==> config.mk <==
export PLATFORM = sky130hd
export DESIGN_NAME = uart_tx
export DESIGN_NICKNAME = d
export VERILOG_FILES = /design/src/rtl/uart_pkg.sv /design/src/rtl/flex_counter.sv /design/src/rtl/tx_timer.sv /design/src/rtl/uart_tx.sv
export SDC_FILE = /design/constraint.sdc
export NUM_CORES = 1
export LEC_CHECK = 0
export BUFFER_PORTS_ARGS = -buffer_cell sky130_fd_sc_hd__clkbuf_2
export CORE_ASPECT_RATIO = 0.5
export CORE_MARGIN = 1
export CORE_UTILIZATION = 40
export CTS_BUF_LIST = sky130_fd_sc_hd__clkbuf_2
export DETAILED_ROUTE_END_ITERATION = 16
export MAX_ROUTING_LAYER = met4
export PLACE_DENSITY = 0.64
export SLEW_MARGIN = 20
export SYNTH_ARGS = -nofsm -noshare
export SYNTH_HDL_FRONTEND = slang
export SYNTH_SLANG_ARGS = --single-unit
==> constraint.sdc <==
create_clock -name clk -period 3.9 [get_ports clk]
set_input_delay 0.195 -clock clk [delete_from_list [all_inputs] [get_ports clk]]
set_output_delay 0.195 -clock clk [all_outputs]
set_load 0.05 [all_outputs]
==> src/rtl/uart_pkg.sv <==
// Shared types, line levels and helpers for the UART transmit path.
package uart_pkg;

  typedef enum logic [2:0] {
    IDLE   = 3'd0,
    START  = 3'd1,
    DATA   = 3'd2,
    PARITY = 3'd3,
    STOP   = 3'd4
  } tx_state_t;

  localparam logic        UART_IDLE_LVL  = 1'b1;
  localparam logic        UART_START_LVL = 1'b0;
  localparam logic        UART_STOP_LVL  = 1'b1;
  localparam int unsigned MIN_BIT_PERIOD = 32'd2;

  // Even parity over the low nbits of data; higher bits are ignored.
  function automatic logic even_parity(input logic [15:0] data, input logic [3:0] nbits);
    logic p;
    p = 1'b0;
    for (int i = 0; i < 16; i++) begin
      if (i < int'(nbits)) begin
        p = p ^ data[i];
      end else begin
        p = p;
      end
    end
    return p;
  endfunction

endpackage

==> src/rtl/flex_counter.sv <==
// Programmable up-counter running 1..rollover_val, with a restart-to-1 clear.
module flex_counter #(
  parameter int NUM_CNT_BITS = 4
) (
  input  logic                    clk,
  input  logic                    n_rst,
  input  logic                    clear,
  input  logic                    count_enable,
  input  logic [NUM_CNT_BITS-1:0] rollover_val,
  output logic                    rollover_flag
);

  logic [NUM_CNT_BITS-1:0] count_r;

  // Count register; clear restarts at 1 so the first cycle of a period reads as 1.
  always_ff @(posedge clk or negedge n_rst) begin
    if (!n_rst) begin
      count_r <= {NUM_CNT_BITS{1'b0}};
    end else if (clear) begin
      count_r <= NUM_CNT_BITS'(1);
    end else if (count_enable) begin
      if (count_r == rollover_val) begin
        count_r <= NUM_CNT_BITS'(1);
      end else begin
        count_r <= count_r + NUM_CNT_BITS'(1);
      end
    end else begin
      count_r <= count_r;
    end
  end

  assign rollover_flag = count_enable && (count_r == rollover_val);

endmodule

==> src/rtl/tx_timer.sv <==
// Bit timing for uart_tx: per-bit period counter plus data-bit counter.
module tx_timer #(
  parameter int PERIOD_BITS = 14
) (
  input  logic                   clk,
  input  logic                   n_rst,
  input  logic                   clear,
  input  logic [PERIOD_BITS-1:0] period,
  input  logic [3:0]             nbits,
  output logic                   bit_tick,
  output logic                   bits_done
);

  flex_counter #(.NUM_CNT_BITS(PERIOD_BITS)) u_period_cnt (
    .clk           (clk),
    .n_rst         (n_rst),
    .clear         (clear),
    .count_enable  (1'b1),
    .rollover_val  (period),
    .rollover_flag (bit_tick)
  );

  // Only advances on a bit boundary, so its flag marks the end of the last data bit.
  flex_counter #(.NUM_CNT_BITS(4)) u_bit_cnt (
    .clk           (clk),
    .n_rst         (n_rst),
    .clear         (clear),
    .count_enable  (bit_tick),
    .rollover_val  (nbits),
    .rollover_flag (bits_done)
  );

endmodule

==> src/rtl/uart_tx.sv <==
// UART transmitter: start bit, LSB-first data, optional even parity, one stop bit.
// Parity bit is present only when UART_TX_PARITY_EN is defined.
module uart_tx
  import uart_pkg::*;
#(
  parameter int MAX_DATA_BITS = 8,
  parameter int PERIOD_BITS   = 14
) (
  input  logic                     clk,
  input  logic                     n_rst,
  input  logic                     tx_start,
  input  logic [MAX_DATA_BITS-1:0] tx_data,
  input  logic [PERIOD_BITS-1:0]   bit_period,
  input  logic [3:0]               data_size,
  output logic                     tx_out,
  output logic                     tx_busy,
  output logic                     tx_done
);

  tx_state_t                state_r, state_n_s;
  logic [MAX_DATA_BITS-1:0] shift_r, shift_n_s;
  logic [PERIOD_BITS-1:0]   period_r, period_cap_s;
  logic [3:0]               nbits_r, nbits_cap_s;
  logic                     tx_out_r, tx_busy_r, tx_done_r;
  logic                     tx_out_n_s, done_n_s, capture_s;
  logic                     timer_clear_s, bit_tick_s, bits_done_s;
`ifdef UART_TX_PARITY_EN
  logic                     parity_r;
`endif

  assign period_cap_s = (bit_period < PERIOD_BITS'(MIN_BIT_PERIOD)) ?
                        PERIOD_BITS'(MIN_BIT_PERIOD) : bit_period;
  assign nbits_cap_s  = (data_size >= 4'd5 && data_size <= 4'(MAX_DATA_BITS)) ?
                        data_size : 4'(MAX_DATA_BITS);

  // Held in restart while idle and on every state change so each state starts a fresh bit.
  assign timer_clear_s = (state_r == IDLE) || (state_n_s != state_r);

  tx_timer #(.PERIOD_BITS(PERIOD_BITS)) u_timer (
    .clk       (clk),
    .n_rst     (n_rst),
    .clear     (timer_clear_s),
    .period    (period_r),
    .nbits     (nbits_r),
    .bit_tick  (bit_tick_s),
    .bits_done (bits_done_s)
  );

  // Next state, next shift contents and the level the line takes next cycle.
  always_comb begin
    state_n_s  = state_r;
    shift_n_s  = shift_r;
    tx_out_n_s = tx_out_r;
    done_n_s   = 1'b0;
    capture_s  = 1'b0;
    case (state_r)
      IDLE: begin
        if (tx_start) begin
          capture_s  = 1'b1;
          state_n_s  = START;
          tx_out_n_s = UART_START_LVL;
        end else begin
          tx_out_n_s = UART_IDLE_LVL;
        end
      end
      START: begin
        if (bit_tick_s) begin
          state_n_s  = DATA;
          tx_out_n_s = shift_r[0];
        end else begin
          state_n_s  = START;
        end
      end
      DATA: begin
        if (bit_tick_s && bits_done_s) begin
`ifdef UART_TX_PARITY_EN
          state_n_s  = PARITY;
          tx_out_n_s = parity_r;
`else
          state_n_s  = STOP;
          tx_out_n_s = UART_STOP_LVL;
`endif
        end else if (bit_tick_s) begin
          shift_n_s  = shift_r >> 1;
          tx_out_n_s = shift_r[1];
        end else begin
          state_n_s  = DATA;
        end
      end
`ifdef UART_TX_PARITY_EN
      PARITY: begin
        if (bit_tick_s) begin
          state_n_s  = STOP;
          tx_out_n_s = UART_STOP_LVL;
        end else begin
          state_n_s  = PARITY;
        end
      end
`endif
      STOP: begin
        if (bit_tick_s) begin
          state_n_s  = IDLE;
          tx_out_n_s = UART_IDLE_LVL;
          done_n_s   = 1'b1;
        end else begin
          state_n_s  = STOP;
        end
      end
      default: begin
        state_n_s  = IDLE;
        tx_out_n_s = UART_IDLE_LVL;
      end
    endcase
  end

  // State, shadow copies of the request and the registered line outputs.
  always_ff @(posedge clk or negedge n_rst) begin
    if (!n_rst) begin
      state_r   <= IDLE;
      shift_r   <= {MAX_DATA_BITS{1'b0}};
      period_r  <= {PERIOD_BITS{1'b0}};
      nbits_r   <= 4'd0;
      tx_out_r  <= UART_IDLE_LVL;
      tx_busy_r <= 1'b0;
      tx_done_r <= 1'b0;
`ifdef UART_TX_PARITY_EN
      parity_r  <= 1'b0;
`endif
    end else begin
      state_r   <= state_n_s;
      tx_out_r  <= tx_out_n_s;
      tx_busy_r <= (state_n_s != IDLE);
      tx_done_r <= done_n_s;
      if (capture_s) begin
        shift_r  <= tx_data;
        period_r <= period_cap_s;
        nbits_r  <= nbits_cap_s;
`ifdef UART_TX_PARITY_EN
        parity_r <= even_parity(16'(tx_data), nbits_cap_s);
`endif
      end else begin
        shift_r  <= shift_n_s;
      end
    end
  end

  assign tx_out  = tx_out_r;
  assign tx_busy = tx_busy_r;
  assign tx_done = tx_done_r;

endmodule

==> summary by stage <==
Run status
The run finished with clean final reports.

Worst hold path
The path class of the lowest-slack min-delay path is input pin to flop. The end point of the most critical hold path is nbits_r[3]$_DFFE_PN0P_. The startpoint identified for the worst hold timing path is data_size[3]. The worst hold path passes through 5 cells.

Floorplanning
The area enclosed by the die boundary is 0.006432 mm^2. The placeable core region is 0.005682 mm^2. The floorplan has 19 rows. The floorplan step set the die width to 112.4 um. For this configuration, the core starts out at a cell density of 42.92%. 32 I/O pins were placed. The height of the die is 57.21 um.

Final layout
The fraction of layout cells with a size suffix above 1 is 14.92%. The utilization after layout is 52.32%. Relative to the synthesized area, the layout overhead comes to 21.91%. In the final design database the tool counted 345 nets. The filler cells instantiated in the layout total 524. The number of antenna diodes in the final layout is 0.

Yosys
In the synthesized netlist the dominant register cell turns out to be sky130_fd_sc_hd__dfrtp_1. In the post-synthesis netlist, the biggest area contributors are sky130_fd_sc_hd__dfrtp_1 50%, sky130_fd_sc_hd__nand2_1 9.2%, sky130_fd_sc_hd__xor2_1 8.6%, sky130_fd_sc_hd__nor2_1 4.3%, sky130_fd_sc_hd__mux2i_1 2.9%. The average instance in the mapped netlist occupies 9.526 um^2. Yosys mapped a number of flops with a built-in enable equal to 0. Yosys printed 0 warnings. Yosys instantiated no cell more often than sky130_fd_sc_hd__nand2_1. After synthesis, the netlist uses 40 different library cells.

The most area-hungry cell type in the Yosys netlist is sky130_fd_sc_hd__dfrtp_1. The net count after synthesis is 287. The register bit count reported by yosys is 50. Ranked by instance count, the synthesized netlist is headed by 60 x sky130_fd_sc_hd__nand2_1, 49 x sky130_fd_sc_hd__dfrtp_1, 28 x sky130_fd_sc_hd__nor2_1. After synthesis the cells add up to 0.002439 mm^2. After synthesis, the largest area contributor takes up 50.28% of total cell area. The sequential cell area fraction in the yosys report is 51.36%. Synthesis produced 256 cells. After synthesis, the share of flip-flops with an asynchronous set or reset is 100.0%.

Clock network
Clock tree synthesis inserted a total of 5 buffers. Clock latency on the worst-skew pair, taken at its later pin, is 430 ps. The clock tree from TritonCTS is yes. The root buffer cell is sky130_fd_sc_hd__clkbuf_2. The H-tree level count is 2. CTS saw 50 sinks. The clock-pin slew on the worst setup and hold paths is 260 ps. The number of setup buffers added after CTS is 0. In this run the deepest clock path goes through 2 buffers.

Drt
Summed over all layers, the routed wires come to 4.922 mm. After the first detailed-routing iteration, the DRC count stood at 51. Detailed routing inserted a total of 1945 vias. Once detail routing completed, the nets flagged for antenna violations numbered 0. The first detailed-routing pass ran for 4 iterations. The via-per-instance ratio is 5.013.

In the final routed layout, each cell accounts on average for 12.69 um. In the routed design, unresolved DRC markers number 0.

STA
The total count of hold-check failures in the final report came to 0. Measured against its own limit, the worst slew margin works out to 50.24%. The worst clock skew is 16.10 ps.

The upper clock frequency limit is 402.4 MHz. Setup violations remaining at the end of the flow were counted as 0. The final-layout setup total negative slack is 0 ps. Once routing completed, OpenROAD measured the worst setup slack at 1415 ps. At the pin with the least slew margin, the transition time is 744.2 ps. Setup repair after global routing left no endpoint under its margin. The max-slew violation total from the final report is 0. The time the worst path needs with I/O delays and setup is 2485 ps. The share of the cycle needed by the critical path after routing is 63.72%.

Global route
The first global-routing pass estimated 8.252 mm of wire. The initial antenna violation count is 0. The via count of the first global-routing pass was 1874.

For this run the aggregate overflow at the end of global routing stands at 0. Entering global routing, the biggest net connects 51 pins. The overall routing resource usage is 16.88%.

Worst setup path
The worst setup path is captured at a flop. The reg-to-reg startpoint is u_timer.u_period_cnt.count_r[9]$_DFF_PN0_. The worst setup slack for register-to-register paths is 1410 ps. The startpoint type of the worst setup path is a flop. The logic depth of the worst register-to-register path is 6. The worst setup path is of the flop to flop kind.

At the worst endpoint, the required time is 4230 ps. The largest fanout of any net on the critical path is 12. The end of the worst register-to-register path is shift_r[4]$_DFFE_PN0P_. STA puts the critical path data arrival time at 2810 ps.

Placed design
The number of port buffers is 31. OpenSTA, run right after detailed placement, puts the worst setup slack at 1481 ps. The HPWL after detailed placement is 3.235 mm. The weighted congestion reported at the end of routability-driven placement is 0.8921.

Power
The highest ir drop seen on vdd is 0.2070 mV. Summed over all cells, the static leakage comes to 1.407 nW. The power per cell area is 496.7 mW/mm^2. The post-route total power is 0.001477 W.

Run
The number of maximum-capacitance violations is 0.
[cells in the final DEF (no fill, tap or decap), drive strengths merged, types with 4 or more instances in the layout]
cell and n:
and3 5, clkbuf 36, dfrtp 49, dlygate4sd3 28, inv 4, mux2i 7, nand2 60, nand3 7
nand4 5, nor2 29, nor4 7, o21ai 14, xnor2 6, xor2 24
[critical path, stage by stage, from the launching register on]
cell and delay (ps):
sky130_fd_sc_hd__dfrtp_1 500, sky130_fd_sc_hd__xor2_1 180, sky130_fd_sc_hd__nor4_1 300, sky130_fd_sc_hd__nand4_1 550
sky130_fd_sc_hd__nor2_4 530, sky130_fd_sc_hd__mux2i_1 220, sky130_fd_sc_hd__o21ai_0 90
[metrics by stage]
| step | area (um^2) | hold WS (ps) | std cells |
|---|---|---|---|
| 5_1_grt | 2973 | 184.4 | 388 |
| 2_1_floorplan | 2439 | -100.6 | 256 |
| 4_1_cts | 2962 | 1.452 | 387 |
| 6_report | 2973 | 136.3 | 388 |
| 3_3_place_gp | 2645 | 330.1 | 352 |
| 3_5_place_dp | 2645 | 339.8 | 352 |
[what timing repair did]
action,4_1_cts,5_1_grt
endpoints found under the hold margin,73,1
hold buffers,27,1
resized for setup,0,0
[metal layers]
metal / vias to the layer above / GRT usage (%) / wire [um]
met2: 31 / 29.55 / 2400
met5: - / - / 0
met1: 935 / 20.27 / 2361
li1: 974 / - / -
met3: 5 / 2.869 / 111
met4: 0 / 5.333 / 48
[how the worst max path moves through the flow]
stage	slack [ps]	cells past startpoint	endpoint	startpoint
2_1_floorplan	2200	7	u_timer.u_bit_cnt.count_r[2]$_DFFE_PN0P_	u_timer.u_period_cnt.count_r[10]$_DFF_PN0_
3_3_place_gp	1580	6	shift_r[4]$_DFFE_PN0P_	u_timer.u_period_cnt.count_r[10]$_DFF_PN0_
3_5_place_dp	1480	6	shift_r[4]$_DFFE_PN0P_	u_timer.u_period_cnt.count_r[10]$_DFF_PN0_
4_1_cts	1390	5	nbits_r[1]$_DFFE_PN0P_	state_r[2]$_DFF_PN0_
5_1_grt	1180	6	shift_r[4]$_DFFE_PN0P_	u_timer.u_period_cnt.count_r[9]$_DFF_PN0_
6_report	1410	6	shift_r[4]$_DFFE_PN0P_	u_timer.u_period_cnt.count_r[9]$_DFF_PN0_
[logic make-up after synthesis]
logic type	count (synthesis)	share of synthesized area [%]
AND/OR/NAND/NOR	125	23.71
multiplexers	7	2.873
flip-flops	50	51.36
AO/OA/AOI/OAI	29	7.696
XOR/XNOR	30	10.77
adder cells (fa/ha/maj)	2	1.026
buffers and inverters	13	2.565
[flip-flops by register name, indices dropped and copies added, names as in the netlist]
| name | flops |
|---|---|
| nbits_r | 4 |
| period_r | 14 |
| shift_r | 8 |
| state_r | 3 |
| tx_busy | 1 |
| tx_done | 1 |
| tx_out | 1 |
| u_timer.u_bit_cnt.count_r | 4 |
| u_timer.u_period_cnt.count_r | 14 |
[power by group]
group	switching (W)	total, W	internal (W)	leakage [nW]
Clock	0.000170	0.000214	0.0000442	0.0289
Combinational	0.000214	0.000426	0.000211	0.752
Sequential	0.000145	0.000837	0.000692	0.625
[area by class of cell]
class	count	area [um^2]	area share, %
clock buffer	5	25.02	0.8418
timing repair buffer	60	442.9	14.90
sequential	50	1252	42.13
clock inverter	3	21.27	0.7155
multi-input combinational	193	1125	37.84
inverter	4	15.01	0.5051
tap	73	91.34	3.072
Note: power is estimated with default switching activity, not from simulation.
